## src/rtl/pc_fetch_unit_if.sv

```systemverilog
// Fetch-unit bus: instruction-memory request/response plus the issue
// handshake toward execute and the branch controls coming back from decode.
interface pc_fetch_unit_if;
  // Memory side: imem_req/imem_addr are held stable until imem_ack is sampled high.
  // Issue side: instr/pc_out are held stable while instr_valid=1 until instr_ready=1;
  // an instruction transfers on any rising edge where both are high.
  logic        imem_req;
  logic [63:0] imem_addr;
  logic        imem_ack;
  logic [31:0] imem_rdata;
  logic        instr_valid;
  logic [31:0] instr;
  logic [63:0] pc_out;
  logic        instr_ready;
  logic        BrTaken;
  logic        UncondBr;
  logic [25:0] br_addr26;
  logic [18:0] cond_addr19;

  modport master (
    output imem_req, imem_addr, instr_valid, instr, pc_out,
    input  imem_ack, imem_rdata, instr_ready, BrTaken, UncondBr, br_addr26, cond_addr19
  );

  modport slave (
    input  imem_req, imem_addr, instr_valid, instr, pc_out,
    output imem_ack, imem_rdata, instr_ready, BrTaken, UncondBr, br_addr26, cond_addr19
  );
endinterface

```

## src/rtl/pc_fetch_unit.sv

```systemverilog
// PC fetch unit: IDLE -> FETCH -> ISSUE loop, one instruction per two cycles at best.
// Optional BRANCH_COUNT_EN adds a saturating taken-branch counter on br_count.
module pc_fetch_unit #(
  parameter logic [63:0] RESET_PC = 64'h0
) (
  input  logic                   clk,
  input  logic                   reset_n,
  pc_fetch_unit_if.master        bus,
  output logic [1:0]             state_dbg
`ifdef BRANCH_COUNT_EN
  ,
  output logic [31:0]            br_count
`endif
);

  typedef enum logic [1:0] {
    IDLE  = 2'd0,
    FETCH = 2'd1,
    ISSUE = 2'd2
  } state_t;

  state_t      state;
  logic [63:0] pc;
  logic [63:0] br_off;
  logic [63:0] next_pc;
  logic        accept;

  // Branch inputs only matter on the accepting ISSUE cycle; elsewhere next_pc is unused.
  always_comb begin
    br_off  = 64'd0;
    next_pc = 64'd0;
    if (bus.UncondBr) begin
      br_off = {{36{bus.br_addr26[25]}}, bus.br_addr26, 2'b00};
    end else begin
      br_off = {{43{bus.cond_addr19[18]}}, bus.cond_addr19, 2'b00};
    end
    next_pc = bus.BrTaken ? (pc + br_off) : (pc + 64'd4);
  end

  assign accept    = (state == ISSUE) && bus.instr_ready;
  assign state_dbg = state;

  always_ff @(posedge clk or negedge reset_n) begin
    if (!reset_n) begin
      state           <= IDLE;
      pc              <= RESET_PC;
      bus.instr       <= 32'h0;
      bus.imem_req    <= 1'b0;
      bus.imem_addr   <= RESET_PC;
      bus.instr_valid <= 1'b0;
      bus.pc_out      <= RESET_PC;
    end else begin
      case (state)
        IDLE: begin
          state         <= FETCH;
          bus.imem_req  <= 1'b1;
          bus.imem_addr <= pc;
        end
        FETCH: begin
          if (bus.imem_ack) begin
            state           <= ISSUE;
            bus.instr       <= bus.imem_rdata;
            bus.pc_out      <= pc;
            bus.imem_req    <= 1'b0;
            bus.instr_valid <= 1'b1;
          end
        end
        ISSUE: begin
          if (accept) begin
            state           <= FETCH;
            pc              <= next_pc;
            bus.imem_req    <= 1'b1;
            bus.imem_addr   <= next_pc;
            bus.instr_valid <= 1'b0;
          end
        end
        default: begin
          state           <= IDLE;
          bus.imem_req    <= 1'b0;
          bus.instr_valid <= 1'b0;
        end
      endcase
    end
  end

`ifdef BRANCH_COUNT_EN
  always_ff @(posedge clk or negedge reset_n) begin
    if (!reset_n) begin
      br_count <= 32'h0;
    end else if (accept && bus.BrTaken && (br_count != 32'hFFFF_FFFF)) begin
      br_count <= br_count + 32'd1;
    end
  end
`endif

endmodule

```

## src/flat_wrapper.sv

```systemverilog
// flat-port wrapper written by rule: the top's interface ports become plain ports
module pc_fetch_unit_flat 
#(
  parameter logic [63:0] RESET_PC = 64'h0
)
  (clk, reset_n, state_dbg, bus_imem_req, bus_imem_addr, bus_instr_valid, bus_instr, bus_pc_out, bus_imem_ack, bus_imem_rdata, bus_instr_ready, bus_BrTaken, bus_UncondBr, bus_br_addr26, bus_cond_addr19);
  pc_fetch_unit_if bus_i ();
  input  logic clk;
  input  logic reset_n;
  output logic [1:0] state_dbg;
  output wire logic [$bits(bus_i.imem_req)-1:0] bus_imem_req;
  output wire logic [$bits(bus_i.imem_addr)-1:0] bus_imem_addr;
  output wire logic [$bits(bus_i.instr_valid)-1:0] bus_instr_valid;
  output wire logic [$bits(bus_i.instr)-1:0] bus_instr;
  output wire logic [$bits(bus_i.pc_out)-1:0] bus_pc_out;
  input wire logic [$bits(bus_i.imem_ack)-1:0] bus_imem_ack;
  input wire logic [$bits(bus_i.imem_rdata)-1:0] bus_imem_rdata;
  input wire logic [$bits(bus_i.instr_ready)-1:0] bus_instr_ready;
  input wire logic [$bits(bus_i.BrTaken)-1:0] bus_BrTaken;
  input wire logic [$bits(bus_i.UncondBr)-1:0] bus_UncondBr;
  input wire logic [$bits(bus_i.br_addr26)-1:0] bus_br_addr26;
  input wire logic [$bits(bus_i.cond_addr19)-1:0] bus_cond_addr19;
  assign bus_imem_req = bus_i.imem_req;
  assign bus_imem_addr = bus_i.imem_addr;
  assign bus_instr_valid = bus_i.instr_valid;
  assign bus_instr = bus_i.instr;
  assign bus_pc_out = bus_i.pc_out;
  assign bus_i.imem_ack = bus_imem_ack;
  assign bus_i.imem_rdata = bus_imem_rdata;
  assign bus_i.instr_ready = bus_instr_ready;
  assign bus_i.BrTaken = bus_BrTaken;
  assign bus_i.UncondBr = bus_UncondBr;
  assign bus_i.br_addr26 = bus_br_addr26;
  assign bus_i.cond_addr19 = bus_cond_addr19;
  pc_fetch_unit #(.RESET_PC(RESET_PC)) u_core (.clk(clk), .reset_n(reset_n), .bus(bus_i), .state_dbg(state_dbg));
endmodule
```

## config.mk

```make
export PLATFORM = sky130hd
export DESIGN_NAME = pc_fetch_unit_flat
export DESIGN_NICKNAME = d
export VERILOG_FILES = /design/src/rtl/pc_fetch_unit_if.sv /design/src/rtl/pc_fetch_unit.sv /design/src/flat_wrapper.sv
export SDC_FILE = /design/constraint.sdc
export NUM_CORES = 1
export LEC_CHECK = 0
export BUFFER_PORTS_ARGS = -buffer_cell sky130_fd_sc_hd__buf_2
export CORE_AREA = 8 8 161 163
export CTS_CLUSTER_DIAMETER = 120
export DETAILED_ROUTE_END_ITERATION = 6
export DIE_AREA = 0 0 169 171
export GPL_ROUTABILITY_DRIVEN = 0
export HOLD_SLACK_MARGIN = 0.15
export PLACE_DENSITY = 0.79
export SETUP_SLACK_MARGIN = 0.1
export SLEW_MARGIN = 10
export SYNTH_ARGS = -nofsm -noshare
export SYNTH_HDL_FRONTEND = slang
export SYNTH_SLANG_ARGS = --single-unit
```

## constraint.sdc

```tcl
create_clock -name clk -period 5.1 [get_ports clk]
set_input_delay 0.255 -clock clk [delete_from_list [all_inputs] [get_ports clk]]
set_output_delay 0.255 -clock clk [all_outputs]
set_load 0.01 [all_outputs]
```

## After elaboration in Yosys (flattened, before gate mapping)

Cells that the tools add are included.

| word-level totals | value |
|---|---|
| bits in registers | 228 |
| input port bits | 83 |
| word-level logic and storage cells | 35 |

| operators by class | value |
|---|---|
| bitwise gates (word level) | 1 |
| equal/unequal tests | 4 |
| add/subtract/negate cells | 2 |
| reductions and logical operators | 8 |
| multiplexer cells | 13 |

Operator list:

| operator | count |
|---|---|
| 64-bit two-way mux | 3 |
| 64-bit case mux with 2 select lines | 1 |
| 64-bit by 3-bit adder with 64-bit output (second input constant) | 1 |
| 64-bit adder | 1 |
| 2-bit AND reduction | 4 |
| 1-bit case mux with 3 select lines | 2 |
| 2-bit case mux with 3 select lines | 1 |
| 1-bit two-way mux | 4 |
| 2-bit two-way mux | 2 |
| 3-bit AND reduction | 1 |
| 2-bit by 1-bit equality test with 1-bit output (second input constant) | 1 |
| 2-bit equality test (second input constant) | 1 |
| 2-bit zero test | 1 |
| 2-bit by 1-bit inequality test with 1-bit output (second input constant) | 1 |
| 2-bit inequality test (second input constant) | 1 |
| 2-bit nonzero test | 1 |
| 1-bit logical AND | 1 |
| 1-bit inverter | 1 |

## Logic depth before layout (Yosys ltp)

Gate-level depths: netlist (run 1).

| depth | value |
|---|---|
| word-level depth | 5 |
| gate-level depth with buffers | 17 |
| gate-level depth less buffers | 15 |

## Least setup slack after synthesis (run 1)

No wires, ideal clock.

| timing path | value |
|---|---|
| kind | input to register |
| start | in bus_UncondBr |
| end | reg u_core.bus.imem_addr[48] |
| path slack | -0.470 ns |
| data arrival time | 5.444 ns |
| buffers on the path | 2 |
| stages | 14 |
| library setup time | 0.126 ns |
| cell sequence | clkbuf_1 -> nand2b_1 -> a21boi_0 -> ha_1 -> clkbuf_1 -> nand4_1 -> inv_1 -> a221o_1 -> a211o_1 -> a311o_1 -> nand3_2 -> xor2_1 -> nor2_1 -> a221o_1 |

| between the ends | value |
|---|---|
| word-level cells in the longest chain between the ends | 5 |

RTL lines:

| what | line | text |
|---|---|---|
| from (decl) | flat_wrapper.sv:20 | `input wire logic [$bits(bus_i.UncondBr)-1:0] bus_UncondBr;` |
| 64-bit two-way mux | pc_fetch_unit.sv:32 | `if (bus.UncondBr) begin` |
| 64-bit adder | pc_fetch_unit.sv:37 | `next_pc = bus.BrTaken ? (pc + br_off) : (pc + 64'd4);` |
| 64-bit two-way mux | pc_fetch_unit.sv:37 |  |
| 64-bit two-way mux | pc_fetch_unit.sv:69 | `if (accept) begin` |
| 64-bit case mux with 2 select lines | pc_fetch_unit.sv:53 | `case (state)` |
| to (signal assigned) | pc_fetch_unit.sv:57 | `bus.imem_addr <= pc;` |
| to (signal assigned) | pc_fetch_unit.sv:73 | `bus.imem_addr <= next_pc;` |
| to (decl) | pc_fetch_unit_if.sv:21 | `output imem_req, imem_addr, instr_valid, instr, pc_out,` |

Every way passes these cells. The select of a mux whose other input is x is not followed.
A chain may end at the register's enable or synchronous reset.

## Worst setup path after layout (run 1)

| timing path | value |
|---|---|
| start | in bus_UncondBr |
| end | reg u_core.pc[54] |

| between the ends | value |
|---|---|
| word-level cells in the longest chain between the ends | 3 |

RTL lines:

| what | line | text |
|---|---|---|
| 64-bit two-way mux | pc_fetch_unit.sv:32 |  |
| 64-bit adder | pc_fetch_unit.sv:37 |  |
| 64-bit two-way mux | pc_fetch_unit.sv:37 |  |
| to (signal assigned) | pc_fetch_unit.sv:71 | `pc <= next_pc;` |
| to (decl) | pc_fetch_unit.sv:23 | `logic [63:0] pc;` |

Every way passes these cells.

==> summary.md, run 1 <==
| Metric | Value |
|---|---|
| DIE AREA | `28,900 um^2` |
| Switching Fraction | `41.0%` |
| Largest net degree at the start of global routing | `109` |
| Initial drt markers | `972` |
| Final setup TNS | `0 ps` |
| DRC | `0` |
| DRT antenna net count | `0` |
| Vias in the first global route | `10,997` |
| Measured slew at the worst slew-check pin | `995 ps` |
| Commonest cells post-synth | `221 x dfrtp_1, 117 x nand2_1, 105 x o21ai_0, 94 x mux2_2, 89 x a21oi_1` |
| Syn Std Cell Area | `12,600 um^2` |
| CTS root buf | `clkbuf_16` |
| P_int | `5.48 mW` |
| First-pass GRT wire length | `56.6 mm` |
| Max Slew Vio Count | `0` |
| Fin Clk Skew | `16.7 ps` |
| Post-DP HPWL | `24.6 mm` |
| Crit share post-route | `74.2%` |
| Vias per cell | `5.84` |
| Initial DRT Pass Iterations | `6` |
| Yosys warning total | `0` |
| CTS Sinks | `221` |
| Power density over the cells | `617 nW/um^2` |
| Synth Area in Compound Gates | `21.6%` |
| Critical Path Sink Type | `flop` |
| Rows | `56` |
| Share of layout cells above drive strength 1 | `26.5%` |
| Yosys cell types | `64` |
| NetSw | `3.81 mW` |
| Tot GR Track Use | `23.7%` |
| Primary FF master, synth | `dfrtp_1` |
| Flops & latches, synth | `221` |
| Reg power frac | `33.7%` |
| Worst slew margin | `33.4%` |
| Total setup buffers inserted after CTS | `0` |
| Initial Utilization | `54.1%` |
| Clk_lat worst skew | `510 ps` |
| Max VDD drop | `0.000382 V` |
| Clock power frac | `18.5%` |
| H-tree levels | `1` |
| Minimum clock period | `3790 ps` |
| Worst-path fanout max | `27` |
| CTS tree | `done` |
| Crit start category | `input pin` |
| Gate power share | `47.8%` |
| EDFF count, synth | `0` |
| Area contributors post-synth | `dfrtp_1 44%, mux2_2 8.4%, ha_1 6.1%` |
| Fin nets | `1,657` |
| # IOs | `247` |
| Outcome | `finished, final reports clean` |
| Seq/Total Area, Yosys | `43.9%` |
| Arr. time, crit path | `4120 ps` |
| DR vias | `10,790` |
| Drt total wl | `34.6 mm` |
| Share of the synthesized area in the top cell type | `43.9%` |
| Largest family of logic cells by synthesized area | `compound AO/OA/AOI/OAI gates` |
| Max frequency | `0.264 GHz` |
| Post-Synth Simple-Gate Area | `10.7%` |
| Worst hold path type | `in2reg` |
| IO buf count | `242` |
| Area leader, netlist | `dfrtp_1` |
| RSZ-0062 raised after global routing | `false` |
| CP required | `5440 ps` |
| GR Overflow Total | `0` |
| Final Hold Vio Count | `0` |
| Core ar. | `23,300 um^2` |
| Post-synthesis xor/xnor area fraction | `4.03%` |
| Syn-to-layout area delta | `19.6%` |
| Final setup vio count | `0` |
| Max-cap check violation count | `0` |
| Cells after synthesis | `1,289` |
| Die Y | `171 um` |
| Setup Crit Path Kind | `in2reg` |
| Clock Tree Buf Depth | `3` |
| Fraction of registers with async set/reset | `100%` |
| Antenna violations before repair | `1` |
| TritonCTS buffer count | `23` |
| Routed WL per cell | `18.7 um` |
| Most numerous cell in the Yosys netlist | `dfrtp_1` |
| Worst hold margin | `274 ps` |
| Mux share of post-synthesis cell area | `9.75%` |
| Clk slew on worst S/H paths | `60 ps` |
| Syn avg cell area | `9.77 um^2` |
| Die width | `169 um` |
| Post-synthesis adder-cell area fraction | `6.22%` |
| Leakage power | `7.24 nW` |
## critical path, cell delays in order
cell and delay [ps]:
buf_2 540, mux2i_1 260, nand2_1 80, ha_1 230, inv_1 70, fa_1 210
nor2b_1 70, o31a_1 270, o22ai_1 230, o21ai_1 220, o31ai_4 360, a31oi_2 280
a211oi_1 500, o21ai_0 180, xnor2_1 230, o21ai_0 120
## routing by layer
layer  vias to the layer above  part of all wire, %  track usage, %
met4                         0                  3.4            9.08
met2                       401                   48            40.6
met5                         -                    0               0
met3                        71                  6.2            3.46
li1                       5124                    -               -
met1                      5194                   42            30.0
## power by group through the flow
stage                     Combinational (mW)  Sequential, mW  Clock, mW
final                                   4.44            3.14       1.72
after global routing                    4.88            3.24       1.83
after CTS                               4.45            3.12       1.76
after detailed placement                4.40            3.15          0
after global placement                  4.29            3.11          0
after floorplan                         2.75            3.32          0
## placed cells by master (no fill, tap or decap), types with 5 or more instances in the layout
| master | n |
|---|---|
| nor3_1 | 10 |
| nand4_1 | 26 |
| clkbuf_16 | 23 |
| nand2b_1 | 5 |
| inv_1 | 28 |
| o21ai_0 | 105 |
| a21boi_0 | 10 |
| mux2i_1 | 17 |
| a22oi_1 | 8 |
| a21o_1 | 36 |
| o21bai_1 | 18 |
| a21oi_1 | 88 |
| xor2_1 | 22 |
| nand2_1 | 117 |
| buf_4 | 10 |
| clkinv_2 | 5 |
| nand3_1 | 10 |
| a31oi_1 | 43 |
| a221o_1 | 11 |
| a211oi_1 | 10 |
| ha_1 | 61 |
| o21ai_1 | 6 |
| o22ai_1 | 11 |
| o22a_1 | 37 |
| nor2b_1 | 21 |
| o21a_1 | 9 |
| mux2_2 | 94 |
| dlygate4sd3_1 | 34 |
| buf_2 | 241 |
| nor2_1 | 83 |
| dfrtp_1 | 219 |
| xnor2_1 | 36 |
## repair_timing
item | 4_1_cts | 5_1_grt
hold endpoints to repair | 140 | 0
hold buffers | 34 | 0
gates resized for setup | 0 | 0
## area by class of cell
type | count | area (um^2)
Antenna cell | 1 | 2.50
Clock buffer | 26 | 607
Clock inverter | 14 | 164
Fill cell | 1905 | 8200
Inverter | 28 | 105
Multi-Input combinational cell | 952 | 6620
Sequential cell | 221 | 5530
Tap cell | 319 | 399
Timing Repair Buffer | 286 | 1640
## flip-flops by register name, indices dropped and copies added (netlist names)
| signal | count |
|---|---|
| u_core.bus.imem_addr | 62 |
| u_core.bus.instr | 32 |
| u_core.bus.instr_valid | 1 |
| u_core.bus.pc_out | 62 |
| u_core.pc | 62 |
| u_core.state_dbg | 2 |
## stage by stage
stage               setup WS, ps  util [%]  std cells  area, um^2  power (mW)
global route                1030      64.8       1847       15100        9.96
detailed placement           912      60.0       1772       13900        7.54
floorplan                    445         -       1292       12600        6.06
global placement            1030      60.0       1772       13900        7.40
CTS                         1430      64.7       1846       15100        9.33
finish                      1310      64.8       1847       15100        9.29
## cell families (layout without fill, tap and decap cells)
group,Yosys count,count (layout)
AO/OA/AOI/OAI,421,421
XOR/XNOR,58,58
flip-flops,221,221
AND/OR/NAND/NOR,296,296
buffers and inverters,119,354
multiplexers,111,111
other,1,5
adder cells (fa/ha/maj),62,62
## path summary, 6_finish.rpt
kind,cells after the start,slack (ps),endpoint,startpoint
worst max-delay path,16,1310,u_core.pc[54],bus_UncondBr
worst min-delay path,6,270,u_core.pc[2],bus_cond_addr19[0]
worst max register to register,13,1530,u_core.pc[54],u_core.pc[2]
worst min register to register,2,490,u_core.bus.pc_out[3],u_core.bus.pc_out[3]
max in group asynchronous,3,3510,u_core.bus.instr[5],reset_n
min in group asynchronous,2,350,u_core.bus.pc_out[14],reset_n
No activity file was read; power rests on OpenSTA's default activity.
==> run 2, diff against run 1 <==
ABC_AREA = 1   (was unset)
CORE_AREA = 8 8 174 176   (was 8 8 161 163)
DIE_AREA = 0 0 182 184   (was 0 0 169 171)
PLACE_DENSITY = 0.78   (was 0.79)
clock period = 3.6 ns   (was 5.1 ns; I/O delays follow)
==> summary.md, run 2 <==
| Metric | Value |
|---|---|
| Vias per cell | `5.15 (-12%)` |
| Total setup buffers inserted after CTS | `0 (unchanged)` |
| GR Overflow Total | `0 (unchanged)` |
| Initial drt markers | `1,144 (+18%)` |
| DRC | `0 (unchanged)` |
| Yosys warning total | `0 (unchanged)` |
| Final setup TNS | `0 ps (unchanged)` |
| Most numerous cell in the Yosys netlist | `nand2_1` |
| P_int | `7.78 mW (+42%)` |
| Critical Path Sink Type | `flop` |
| Seq/Total Area, Yosys | `37.1% (-6.9 points)` |
| DRT antenna net count | `0 (unchanged)` |
| Worst hold path type | `in2reg` |
| NetSw | `6.89 mW (+81%)` |
| Crit share post-route | `80.0%` |
| Arr. time, crit path | `3320 ps (-800 ps)` |
| Clk slew on worst S/H paths | `60 ps (about the same)` |
| Clk_lat worst skew | `550 ps (+40 ps)` |
| Antenna violations before repair | `0 (-1)` |
| RSZ-0062 raised after global routing | `false` |
| Core ar. | `27,500 um^2 (+18%)` |
| DR vias | `15,096 (+40%)` |
| Most frequent cells in the layout | `1,000 x nand2_1, 361 x inv_1, 241 x buf_2` |
| Final Hold Vio Count | `0 (unchanged)` |
| Post-layout util | `64.2% (-0.60 points)` |
| CP required | `4040 ps (-1400 ps)` |
| Syn avg cell area | `6.46 um^2 (-34%)` |
| Fraction of registers with async set/reset | `100% (unchanged)` |
| Drt total wl | `44.8 mm (+30%)` |
| Power density over the cells | `832 nW/um^2 (+35%)` |
| Initial Utilization | `54.3% (+0.17 points)` |
| Tot GR Track Use | `26.6% (+3.0 points)` |
| Flops & latches, synth | `221 (unchanged)` |
| CTS Sinks | `221 (unchanged)` |
| Post-DP HPWL | `34.3 mm (+39%)` |
| Final setup vio count | `0 (unchanged)` |
| PostCTS Resize Cnt | `0 (unchanged)` |
| Outcome | `finished, final reports clean` |
| Most common cell after layout, fill and taps aside | `nand2_1` |
| Gate power share | `52.9% (+5.1 points)` |
| Worst slew margin | `43.2% (+9.8 points)` |
| Die Y | `184 um (+7.6%)` |
| Vias in the first global route | `14,755 (+34%)` |
| Crit start category | `input pin` |
| Max VDD drop | `0.000475 V (+24%)` |
| Cells after synthesis | `2,311 (+79%)` |
| Area contributors post-synth | `dfrtp_1 37%, nand2_1 25%, inv_1 9.1%` |
| Setup Crit Path Kind | `in2reg` |
| # IOs | `247 (unchanged)` |
| CTS root buf | `clkbuf_16` |
| Hold Buf Count CTS | `35 (+2.9%)` |
| Yosys cell types | `36 (-44%)` |
| Leakage power | `10.2 nW (+41%)` |
| Clock power frac | `16.8% (-1.7 points)` |
| # diodes | `0 (-1)` |
| Share of layout cells above drive strength 1 | `15.0% (-12 points)` |
| Reg power frac | `30.3% (-3.4 points)` |
| Worst-path fanout max | `18 (-33%)` |
| Initial DRT Pass Iterations | `6 (unchanged)` |
| Largest net degree at the start of global routing | `145 (+33%)` |
| Measured slew at the worst slew-check pin | `851 ps (-143 ps)` |
| Commonest cells post-synth | `1,000 x nand2_1, 362 x inv_1, 221 x dfrtp_1, 122 x o21ai_0, 117 x nor2_1` |
| Clock Tree Buf Depth | `3 (unchanged)` |
| Syn Std Cell Area | `14,900 um^2 (+18%)` |
| Rows | `61 (+8.9%)` |
| Top Registers | `u_core.bus.imem_addr x62, u_core.bus.pc_out x62, u_core.pc x62` |
| Minimum clock period | `2880 ps` |
| First-pass GRT wire length | `73.5 mm (+30%)` |
| Area leader, netlist | `dfrtp_1` |
| Routed WL per cell | `15.3 um (-18%)` |
| CTS tree | `done` |
| Syn-to-layout area delta | `18.1%` |
| Primary FF master, synth | `dfrtp_1` |
| Fin nets | `2,710 (+64%)` |
| IO buf count | `242 (unchanged)` |
| Max frequency | `0.347 GHz` |
| Share of the synthesized area in the top cell type | `37.1% (-6.9 points)` |
| Max-cap check violation count | `0 (unchanged)` |
| Switching Fraction | `47.0% (+5.9 points)` |
| Die width | `182 um (+7.7%)` |
| EDFF count, synth | `0 (unchanged)` |
| H-tree levels | `1 (unchanged)` |
| Fin Clk Skew | `17.5 ps (+0.782 ps)` |
| TritonCTS buffer count | `25 (+8.7%)` |
| DIE AREA | `33,500 um^2 (+16%)` |
| Max Slew Vio Count | `0 (unchanged)` |
-- run 2: cell types whose count changed after synthesis, moves of 27 or more --
| cell | previous run | this run |
|---|---|---|
| nand2_1 | 117 | 1000 |
| inv_1 | 28 | 362 |
| mux2_2 | 94 | 0 |
| nand3_1 | 10 | 76 |
| a31oi_1 | 43 | 0 |
| a21o_1 | 36 | 0 |
| clkbuf_1 | 72 | 36 |
| o22a_1 | 37 | 1 |
| nor2_1 | 83 | 117 |
| nor2_2 | 0 | 27 |
-- run 2: final cells by class --
cell class | count | area (um^2)
fillers | 2499 | 9850
multi-input cells | 1645 | 7700
flip-flops and latches | 221 | 5530
repair buffers | 291 | 1740
inverters | 381 | 1430
clock buffers | 36 | 707
well taps | 346 | 433
clock inverters | 9 | 88.8
-- run 2: through the flow --
stage	cell area [um^2]	std cells	total power [mW]	worst slack, ps	hold slack, ps
floorplan	14900	2314	9.55	501	-116
global placement	16500	2849	11.9	469	273
detailed placement	16500	2849	12.1	375	285
CTS	17600	2929	14.7	951	200
global route	17600	2929	15.9	536	246
finish	17600	2929	14.7	720	234
-- run 2: kinds of logic after synthesis --
kind of cell,count (synthesis),synth area share [%]
AND/OR/NAND/NOR,1282,35.0
buffers and inverters,448,11.6
AO/OA/AOI/OAI,268,9.41
flip-flops,221,37.1
adder cells (fa/ha/maj),62,5.25
XOR/XNOR,29,1.70
other,1,0.0251
-- run 2: power groups by stage --
stage	logic (mW)	registers (mW)	clock network, mW
detailed placement	7.68	4.45	0
global route	8.76	4.58	2.60
floorplan	4.80	4.75	0
global placement	7.51	4.42	0
CTS	7.75	4.43	2.54
finish	7.76	4.44	2.47
-- run 2: path summary, 6_finish.rpt --
kind                                      startpoint                        to  depth (start not counted)  slack [ps]
worst max-delay path                     bus_BrTaken  u_core.bus.imem_addr[46]                         17         720
worst min-delay path              bus_cond_addr19[0]              u_core.pc[2]                          6         230
worst max register to register          u_core.pc[2]  u_core.bus.imem_addr[46]                         15         890
worst min register to register  u_core.bus.instr[21]      u_core.bus.instr[21]                          2         470
max in group asynchronous                    reset_n      u_core.bus.pc_out[7]                          3        2380
min in group asynchronous                    reset_n     u_core.bus.pc_out[10]                          2         260
-- run 2: worst max-delay path, stage by stage --
cell and delay (ps):
buf_2 250, clkinv_1 310, nor3_1 540, inv_1 140, fa_1 450, inv_1 100, nand3_1 90, nand2_2 120
nand3_1 80, nand3b_1 200, nand2_1 80, nand2_1 230, nand2_1 190, nand3_1 130, nand3_1 90, nand2_1 100
nand2_1 50
-- run 2: per-layer routing --
metal / GRT usage, % / wire [um]
met1: 33.4 / 18400
met2: 44.0 / 20400
met3: 4.86 / 3690
met4: 13.2 / 2330
met5: 0 / 0
